<file path="src/rtl/ctrl_pkg.sv">
`default_nettype none
// ============================================================================
// Module      : ctrl_pkg
// Description : Opcodes, ALU operation codes and FSM state encoding shared by
//               the multicycle control unit and its ALU decoder.
// Revision    : 1.0 - initial release
// ============================================================================
package ctrl_pkg;

    localparam logic [6:0] OP_R      = 7'b0110011;
    localparam logic [6:0] OP_I      = 7'b0010011;
    localparam logic [6:0] OP_LOAD   = 7'b0000011;
    localparam logic [6:0] OP_STORE  = 7'b0100011;
    localparam logic [6:0] OP_BRANCH = 7'b1100011;

    localparam logic [2:0] F3_LW  = 3'b010;
    localparam logic [2:0] F3_SW  = 3'b010;
    localparam logic [2:0] F3_BEQ = 3'b000;

    localparam logic [3:0] ALU_AND = 4'b0000;
    localparam logic [3:0] ALU_OR  = 4'b0001;
    localparam logic [3:0] ALU_ADD = 4'b0010;
    localparam logic [3:0] ALU_SUB = 4'b0110;
    localparam logic [3:0] ALU_SLT = 4'b0111;
    localparam logic [3:0] ALU_SRL = 4'b1000;
    localparam logic [3:0] ALU_SLL = 4'b1001;
    localparam logic [3:0] ALU_SRA = 4'b1010;
    localparam logic [3:0] ALU_XOR = 4'b1101;

    typedef enum logic [2:0] {
        ST_IF  = 3'd0,
        ST_ID  = 3'd1,
        ST_EX  = 3'd2,
        ST_MEM = 3'd3,
        ST_WB  = 3'd4
    } state_e;

endpackage
`default_nettype wire

</file>
<file path="src/rtl/alu_decoder.sv">
`default_nettype none
// ============================================================================
// Module      : alu_decoder
// Description : Maps opcode/funct3/funct7[5] to an ALU operation and a legal
//               flag. Unsupported encodings report illegal with ALUCtrl=ADD.
// Revision    : 1.0 - initial release
// ============================================================================
module alu_decoder
    import ctrl_pkg::*;
(
    input  logic [6:0] opcode_i,
    input  logic [2:0] funct3_i,
    input  logic       funct7b5_i,
    output logic [3:0] alu_ctrl_o,
    output logic       legal_o
);

    always_comb begin
        alu_ctrl_o = ALU_ADD;
        legal_o    = 1'b0;
        case (opcode_i)
            OP_R: begin
                legal_o = 1'b1;
                case (funct3_i)
                    3'b000: alu_ctrl_o = funct7b5_i ? ALU_SUB : ALU_ADD;
                    3'b001: begin alu_ctrl_o = ALU_SLL; legal_o = !funct7b5_i; end
                    3'b010: begin alu_ctrl_o = ALU_SLT; legal_o = !funct7b5_i; end
                    3'b011: legal_o = 1'b0;
                    3'b100: begin alu_ctrl_o = ALU_XOR; legal_o = !funct7b5_i; end
                    3'b101: alu_ctrl_o = funct7b5_i ? ALU_SRA : ALU_SRL;
                    3'b110: begin alu_ctrl_o = ALU_OR;  legal_o = !funct7b5_i; end
                    3'b111: begin alu_ctrl_o = ALU_AND; legal_o = !funct7b5_i; end
                    default: legal_o = 1'b0;
                endcase
            end
            OP_I: begin
                // Immediate bits overlap funct7, so only the shift-right pair looks at it
                legal_o = 1'b1;
                case (funct3_i)
                    3'b000: alu_ctrl_o = ALU_ADD;
                    3'b001: alu_ctrl_o = ALU_SLL;
                    3'b010: alu_ctrl_o = ALU_SLT;
                    3'b011: legal_o    = 1'b0;
                    3'b100: alu_ctrl_o = ALU_XOR;
                    3'b101: alu_ctrl_o = funct7b5_i ? ALU_SRA : ALU_SRL;
                    3'b110: alu_ctrl_o = ALU_OR;
                    3'b111: alu_ctrl_o = ALU_AND;
                    default: legal_o = 1'b0;
                endcase
            end
            OP_LOAD:   legal_o = (funct3_i == F3_LW);
            OP_STORE:  legal_o = (funct3_i == F3_SW);
            OP_BRANCH: begin
                alu_ctrl_o = ALU_SUB;
                legal_o    = (funct3_i == F3_BEQ);
            end
            default: legal_o = 1'b0;
        endcase
        if (!legal_o) begin
            alu_ctrl_o = ALU_ADD;
        end
    end

endmodule
`default_nettype wire

</file>
<file path="src/rtl/multicycle_ctrl.sv">
`default_nettype none
// ============================================================================
// Module      : multicycle_ctrl
// Description : IF/ID/EX/MEM/WB control FSM for the RV32I-subset datapath,
//               with instruction latch, memory stall and retired counter.
// Revision    : 1.0 - initial release
// ============================================================================
module multicycle_ctrl
    import ctrl_pkg::*;
#(
    parameter int MEM_WAIT_EN = 1,
    parameter int CNT_W       = 32
) (
    input  logic             clk,
    input  logic             rst,
    input  logic [31:0]      instr,
    input  logic             Zero,
    input  logic             dReady,
    output logic             PCSrc,
    output logic             ALUSrc,
    output logic             RegWrite,
    output logic             MemToReg,
    output logic [3:0]       ALUCtrl,
    output logic             loadPC,
    output logic             MemRead,
    output logic             MemWrite,
    output logic             illegal,
    output logic [CNT_W-1:0] instret
);

    state_e           state_q, state_d;
    logic [31:0]      ir_q, ir_d;
    logic [CNT_W-1:0] instret_q, instret_d;

    logic [6:0] w_opcode;
    logic [3:0] w_dec_alu;
    logic       w_legal;
    logic       w_is_load;
    logic       w_is_store;
    logic       w_is_branch;
    logic       w_imm_op;
    logic       w_mem_ready;
    logic       w_unused_ir;

    assign w_opcode    = ir_q[6:0];
    assign w_is_load   = (w_opcode == OP_LOAD);
    assign w_is_store  = (w_opcode == OP_STORE);
    assign w_is_branch = (w_opcode == OP_BRANCH);
    assign w_imm_op    = (w_opcode == OP_I) || w_is_load || w_is_store;
    assign w_mem_ready = (MEM_WAIT_EN == 0) ? 1'b1 : dReady;
    assign w_unused_ir = ^{ir_q[31], ir_q[29:15], ir_q[11:7]};

    alu_decoder u_alu_decoder (
        .opcode_i   (w_opcode),
        .funct3_i   (ir_q[14:12]),
        .funct7b5_i (ir_q[30]),
        .alu_ctrl_o (w_dec_alu),
        .legal_o    (w_legal)
    );

    // Strobes are masked while rst is high so an aborted instruction has no side effects
    always_comb begin
        PCSrc    = 1'b0;
        ALUSrc   = 1'b0;
        RegWrite = 1'b0;
        MemToReg = 1'b0;
        ALUCtrl  = ALU_ADD;
        loadPC   = 1'b0;
        MemRead  = 1'b0;
        MemWrite = 1'b0;
        illegal  = 1'b0;
        if (!rst) begin
            case (state_q)
                ST_ID: begin
                    ALUCtrl = w_dec_alu;
                    loadPC  = !w_legal;
                    illegal = !w_legal;
                end
                ST_EX: begin
                    ALUCtrl = w_dec_alu;
                    ALUSrc  = w_imm_op;
                    loadPC  = w_is_branch;
                    PCSrc   = w_is_branch && Zero;
                end
                ST_MEM: begin
                    ALUCtrl  = w_dec_alu;
                    ALUSrc   = w_imm_op;
                    MemRead  = w_is_load;
                    MemWrite = w_is_store;
                    loadPC   = w_is_store && w_mem_ready;
                end
                ST_WB: begin
                    ALUCtrl  = w_dec_alu;
                    ALUSrc   = w_imm_op;
                    RegWrite = 1'b1;
                    MemToReg = w_is_load;
                    loadPC   = 1'b1;
                end
                default: ;
            endcase
        end
    end

    always_comb begin
        state_d   = state_q;
        ir_d      = ir_q;
        instret_d = instret_q;
        case (state_q)
            ST_IF: begin
                ir_d    = instr;
                state_d = ST_ID;
            end
            ST_ID:  state_d = w_legal ? ST_EX : ST_IF;
            ST_EX: begin
                if (w_is_branch) begin
                    state_d = ST_IF;
                end else if (w_is_load || w_is_store) begin
                    state_d = ST_MEM;
                end else begin
                    state_d = ST_WB;
                end
            end
            ST_MEM: begin
                if (w_mem_ready) begin
                    state_d = w_is_load ? ST_WB : ST_IF;
                end
            end
            ST_WB:   state_d = ST_IF;
            default: state_d = ST_IF;
        endcase
        // An illegal instruction's PC update happens in ID and does not retire
        if (loadPC && (state_q != ST_ID)) begin
            instret_d = instret_q + {{(CNT_W-1){1'b0}}, 1'b1};
        end
    end

    always_ff @(posedge clk) begin
        if (rst) begin
            state_q   <= ST_IF;
            ir_q      <= '0;
            instret_q <= '0;
        end else begin
            state_q   <= state_d;
            ir_q      <= ir_d;
            instret_q <= instret_d;
        end
    end

    assign instret = instret_q;

endmodule
`default_nettype wire

</file>
<file path="config.mk">
export PLATFORM = sky130hd
export DESIGN_NAME = multicycle_ctrl
export DESIGN_NICKNAME = d
export VERILOG_FILES = /design/src/rtl/ctrl_pkg.sv /design/src/rtl/alu_decoder.sv /design/src/rtl/multicycle_ctrl.sv
export SDC_FILE = /design/constraint.sdc
export NUM_CORES = 1
export LEC_CHECK = 0
export ABC_AREA = 1
export CORE_AREA = 10 10 97 99
export DETAILED_ROUTE_END_ITERATION = 8
export DIE_AREA = 0 0 107 109
export GPL_ROUTABILITY_DRIVEN = 0
export GPL_TIMING_DRIVEN = 1
export PLACE_DENSITY = 0.76
export SYNTH_ARGS = -nofsm -noshare
export SYNTH_HDL_FRONTEND = slang
export SYNTH_SLANG_ARGS = --single-unit
export TNS_END_PERCENT = 5
</file>
<file path="constraint.sdc">
create_clock -name clk -period 1.6 [get_ports clk]
set_input_delay 0.48 -clock clk [delete_from_list [all_inputs] [get_ports clk]]
set_output_delay 0.48 -clock clk [all_outputs]
set_load 0.01 [all_outputs]
</file>
==> flow_summary.ini, run 1 <==
[run_status]
outcome = complete, but fails checks
violations = setup timing

[critical_path]
crit_top_cell = nor2_2
required_ps = 1120
worstRegToRegCells = 15
rrSetupSlack_ps = -390
crit_type = register to output port
worstSetupEndpointType = output port
cp_slowest_cell = dfxtp_2
reg2reg_to = instret[24]
critPathMaxStageDelay_ps = 330
arrival_ps = 1870
r2r_start = ir_q[2]
cp_max_fo = 3
worstPathCellList = nor2_2, nand2_2, buf_6, inv_4, nand2_1, nor2_1, nor2_2, and2_4, a311oi_2, buf_2
start_kind = register

[clock_tree]
cts_inserted_buffers = 5
clk_path_buf_depth = 2
h-tree-depth = 2
clk_pin_slew_ps = 90
clock_sinks = 46
clock_latency_ps = 310
cts_root_buf = clkbuf_8
tritoncts = yes

[final_layout]
final_cell_mix = nand2_1 (105), buf_4 (87), nor2_1 (50), nand2_2 (37), nand4_1 (35)
area_delta_synth_final_pct = 43.9
fillers = 686
utilization_pct = 63.6
final_nets = 663
final_area_mm2 = 0.00479
antenna_cells = 0
layout-drive-gt1-share_pct = 41.7
final_common_cell = nand2_1

[timing]
setup_ws_ps = -750
drv_slew = 0
post-route-min-period_ps = 2350
fin_worst_skew_ps = 8.54
setup_viol = 44
timing.slew.headroom_pct = 67.4
setup_tns_ps = -18920
post-route-period-util_pct = 147
rsz0062_at_grt = true
hold_viol = 0
fmax_mhz = 426
worst_slew_pin_slew_ps = 489

[synthesis]
synth_cell_types = 37
synth_top_family_by_area = simple AND/OR/NAND/NOR gates
avgSynthCellArea_um2 = 6.83
yosys-top-cells-area = dfxtp_1 (28%), nand2_1 (12%), a21oi_2 (7.4%), nor2_1 (6.9%), nand2_2 (6.6%)
synth.yosys.seq_area_share_pct = 27.7
synth_top_area_cell = dfxtp_1
syn_nets = 524
synth_top_cell_area_share_pct = 27.7
synth_mux_area_share_pct = 0
synth_compound_area_share_pct = 13.2
synth_adder_area_share_pct = 0.376
synth_xor_xnor_area_share_pct = 4.21
syn_area_mm2 = 0.00333
synth_cells = 487
synth-simple-area-share_pct = 45.4
synth_seq_cells = 46
synth-warning-count = 0

[route]
via_count = 3821
ant_nets = 0
drt_first_pass_iters = 5
drt_wl_total_um = 10500
first_iter_violations = 193
via_per_inst = 5.25
drt-wirelength-per-cell_um = 14.5
drcViolationCount = 0

[place]
dpl.hpwl_um = 7960
io_buffers = 58
placed_cell_area_mm2 = 0.00462

[power_and_ir_drop]
ir_drop_mv = 0.296
p_total_mw = 2.36
leakage_nw = 2.01
p_per_area_mw_per_mm2 = 493

[global_routing]
grt_pass1_vias = 3687
grt_usage_pct = 17.8
grt_pass1_wl_um = 17500
grt_max_degree = 45
overflow = 0
antenna_found_initial = 0

[worst_hold_path]
min_to = instret[31]
hold_class = register to register
hold_depth = 2
min_from = instret[31]

[floorplan]
core_mm2 = 0.00753
die_x_um = 107
rows = 32
initial_utilization_pct = 44.2
die_area_mm2 = 0.0117
boundaryPins = 80
die_h_um = 109

[flow_run]
cap_violations = 0
[report_power, final]
group          leakage [nW]  total [mW]  internal [mW]  switching (mW)
registers             0.387        1.20           1.18          0.0285
clock network        0.0383       0.708          0.302           0.406
logic                  1.59       0.449          0.193           0.256
[metal layers]
layer / up-vias / GRT usage [%] / wire length, µm / part of all wire, %
li1: 1878 / - / - / -
met1: 1765 / 21.5 / 4500 / 43
met2: 153 / 30.7 / 5110 / 48
met3: 25 / 3.95 / 705 / 6.7
met4: 0 / 5.90 / 227 / 2.2
met5: - / 0 / 0 / 0
[cell type report]
| class | instances | area, µm² | area share [%] |
|---|---|---|---|
| timing repair buffer | 151 | 1260 | 26.3 |
| sequential | 46 | 961 | 20.1 |
| inverter | 44 | 168 | 3.50 |
| multi-input combinational | 378 | 2190 | 45.8 |
| clock buffer | 7 | 76.3 | 1.59 |
| tap | 102 | 128 | 2.67 |
[registers in the layout, summed over array words and instances, names as in the netlist]
signal   count
instret     32
ir_q        11
state_q      3
[cells by family (layout without fill, tap and decap cells)]
family,after synthesis,after routing
AO/OA/AOI/OAI,64,64
AND/OR/NAND/NOR,297,297
flip-flops,46,46
adder cells (fa/ha/maj),1,1
XOR/XNOR,16,16
buffers and inverters,63,202
[synthesized netlist by cell type]
| cell type | n |
|---|---|
| ha_1 | 1 |
| xnor2_1 | 1 |
| buf_2 | 5 |
| nor2_1 | 61 |
| clkbuf_1 | 8 |
| buf_12 | 3 |
| a211oi_1 | 1 |
| and2_1 | 1 |
| nor2_2 | 8 |
| clkbuf_4 | 2 |
| nand3_1 | 9 |
| o21ai_0 | 17 |
| a21oi_1 | 13 |
| nor3_2 | 4 |
| nand3_4 | 2 |
| nor2_4 | 3 |
| a311oi_1 | 1 |
| buf_4 | 1 |
| o211ai_1 | 1 |
| a21oi_2 | 28 |
| nand4_1 | 35 |
| nor4_1 | 1 |
| nand3_2 | 3 |
| dfxtp_1 | 46 |
| nand2_4 | 2 |
| xor2_1 | 15 |
| inv_1 | 35 |
| nand3b_1 | 8 |
| inv_2 | 8 |
| clkinv_1 | 1 |
| a31oi_1 | 2 |
| nand2_1 | 107 |
| nor3_4 | 2 |
| nand2_2 | 35 |
| and3_1 | 1 |
| nor3_1 | 15 |
| a21o_1 | 1 |
[worst max-delay path: cells and delay by family (launching register included)]
kind | cells | cell delay, ps
compound gates | 1 | 260
buf+inv | 3 | 370
flops | 1 | 330
simple gates | 6 | 600
[worst max path at each step]
stage	start	endpoint	slack (ps)
after floorplan	state_q[1]	ALUCtrl[0]	-270
after global routing	ir_q[2]	ALUCtrl[2]	-830
after detailed placement	dReady	loadPC	-810
after CTS	ir_q[2]	ALUCtrl[2]	-660
after global placement	dReady	loadPC	-790
final	ir_q[2]	ALUCtrl[2]	-750
[through the flow]
stage | setup slack, ps | cells | hold WS, ps
6_report | -750 | 728 | 499
5_1_grt | -831 | 728 | 512
4_1_cts | -661 | 721 | 495
3_5_place_dp | -811 | 714 | 489
3_3_place_gp | -787 | 714 | 483
2_1_floorplan | -267 | 487 | 458
[timing repair]
| action | 4_1_cts | 5_1_grt |
|---|---|---|
| setup endpoints to repair | 76 | 52 |
| pin swaps | 3 | 12 |
| hold buffers | 0 | 0 |
| buffers inserted | 0 | 7 |
| resized for setup | 114 | 25 |
Power figures use the tool's default switching activity.
==> inputs of run 2 (changes only) <==
--- a/config.mk
+++ b/config.mk
@@ -10,8 +10,8 @@
 export DETAILED_ROUTE_END_ITERATION = 8
 export DIE_AREA = 0 0 107 109
 export GPL_ROUTABILITY_DRIVEN = 0
-export GPL_TIMING_DRIVEN = 1
 export PLACE_DENSITY = 0.76
+export SLEW_MARGIN = 25
 export SYNTH_ARGS = -nofsm -noshare
 export SYNTH_HDL_FRONTEND = slang
 export SYNTH_SLANG_ARGS = --single-unit
==> results of run 2 <==
The final DEF is identical to that of run 1; final timing and power are the same.
==> inputs of run 3 (changes only) <==
--- a/config.mk
+++ b/config.mk
@@ -7,6 +7,7 @@
 export LEC_CHECK = 0
 export ABC_AREA = 1
 export CORE_AREA = 10 10 97 99
+export CTS_CLUSTER_SIZE = 12
 export DETAILED_ROUTE_END_ITERATION = 8
 export DIE_AREA = 0 0 107 109
 export GPL_ROUTABILITY_DRIVEN = 0
==> constraint.sdc (replaced) <==
create_clock -name clk -period 2 [get_ports clk]
set_input_delay 0.6 -clock clk [delete_from_list [all_inputs] [get_ports clk]]
set_output_delay 0.6 -clock clk [all_outputs]
set_load 0.01 [all_outputs]
==> flow_summary.ini, run 3 (synthesis results as in run 1) <==
[global_routing]
grt_pass1_wl_um = 15900
overflow = 0
antenna_found_initial = 0
grt_max_degree = 45
grt_usage_pct = 16.1
grt_pass1_vias = 3554

[run_status]
outcome = complete, but fails checks
violations = setup timing

[floorplan]
boundaryPins = 80
rows = 32
core_mm2 = 0.00753
die_h_um = 109
die_x_um = 107
die_area_mm2 = 0.0117
initial_utilization_pct = 44.2

[final_layout]
utilization_pct = 60.9
final_area_mm2 = 0.00458
antenna_cells = 0
final_cell_mix = nand2_1 (106), nor2_1 (56), buf_4 (56), clkdlybuf4s50_1 (45), nand2_2 (36)
final_common_cell = nand2_1
finalNonFillerCells = 698
area_delta_synth_final_pct = 37.8
layout-drive-gt1-share_pct = 34.6
largest_reg_flops = 32
final_nets = 632

[timing]
post-route-period-util_pct = 123
setup_ws_ps = -455
setup_viol = 11
timing.slew.headroom_pct = 69.6
post-route-min-period_ps = 2460
rsz0062_at_grt = true
drv_slew = 0
worst_slew_pin_slew_ps = 455
fin_worst_skew_ps = 3.42
hold_viol = 0
fmax_mhz = 407

[place]
dpl.hpwl_um = 7460
io_buffers = 58
placed_cell_area_mm2 = 0.00439
dp.cells = 687

[worst_hold_path]
hold_class = register to register

[critical_path]
worstSetupEndpointType = output port
worstPathCellList = nor2_2, nand2_2, nor2_4, nand2_4, nor2_4, nand2_2, and2_4, a311oi_2, buf_2
start_kind = register
critPathMaxStageDelay_ps = 330
crit_type = register to output port
cp_max_fo = 3
cp_slowest_cell = dfxtp_2
arrival_ps = 1860
required_ps = 1400

[clock_tree]
cts_root_buf = clkbuf_8
cts_inserted_buffers = 5
h-tree-depth = 2
clk_path_buf_depth = 2
clock_sinks = 46
clk_pin_slew_ps = 90
tritoncts = yes
clock_latency_ps = 300

[route]
drt_first_pass_iters = 5
drt-wirelength-per-cell_um = 13.8
first_iter_violations = 190
via_count = 3651
via_per_inst = 5.23
ant_nets = 0
drt_wl_total_um = 9610
drcViolationCount = 0

[power_and_ir_drop]
ir_drop_mv = 0.323
p_per_area_mw_per_mm2 = 439
leakage_nw = 1.72

[flow_run]
cap_violations = 0
-- run 3: report_power, final --
group	internal [mW]	switching, mW
sequential	0.941	0.0223
clock	0.375	0.325
combinational	0.152	0.197
total	1.47	0.544
-- run 3: worst max-delay path: cells and delay by family, from the launching register on --
kind / cells / cell delay [ps]
flops: 1 / 330
compound gates: 1 / 260
buf+inv: 1 / 180
simple gates: 7 / 780
-- run 3: final cells by class --
| class | instances | area, µm² |
|---|---|---|
| Clock inverter | 1 | 30.0 |
| Inverter | 44 | 165 |
| Timing Repair Buffer | 120 | 1060 |
| Multi-Input combinational cell | 378 | 2190 |
| Fill cell | 668 | 2940 |
| Tap cell | 102 | 128 |
| Sequential cell | 46 | 937 |
| Clock buffer | 7 | 76.3 |
-- run 3: metal layers --
layer	share of wire (%)	global-route usage (%)	vias to the layer above
met4	2.5	6.19	0
met1	40	17.8	1686
li1	-	-	1820
met2	50	28.9	121
met3	7.2	4.19	24
met5	0	0	-
-- run 3: final timing paths --
check	endpoint	slack (ps)	cells after the start	startpoint
min reg2reg	instret[25]	500	2	instret[25]
max reg2reg	instret[24]	50	15	ir_q[2]
min	instret[25]	500	2	instret[25]
max	ALUCtrl[2]	-460	9	ir_q[2]
-- run 3: what timing repair did --
action | 4_1_cts | 5_1_grt
hold buffers | 0 | 0
resized for setup | 65 | 19
setup endpoints to repair | 13 | 26
pin swaps | 2 | 10
setup buffers | 0 | 3
-- run 3: through the flow --
step	setup WS (ps)	setup TNS, ps	total power [mW]	hold WS [ps]
2_1_floorplan	-44.0	-60.9	1.17	458
3_3_place_gp	-722	-8720	1.30	485
3_5_place_dp	-719	-9350	1.31	490
4_1_cts	-395	-3000	2.00	504
5_1_grt	-535	-5880	2.09	518
6_report	-455	-3450	2.01	497
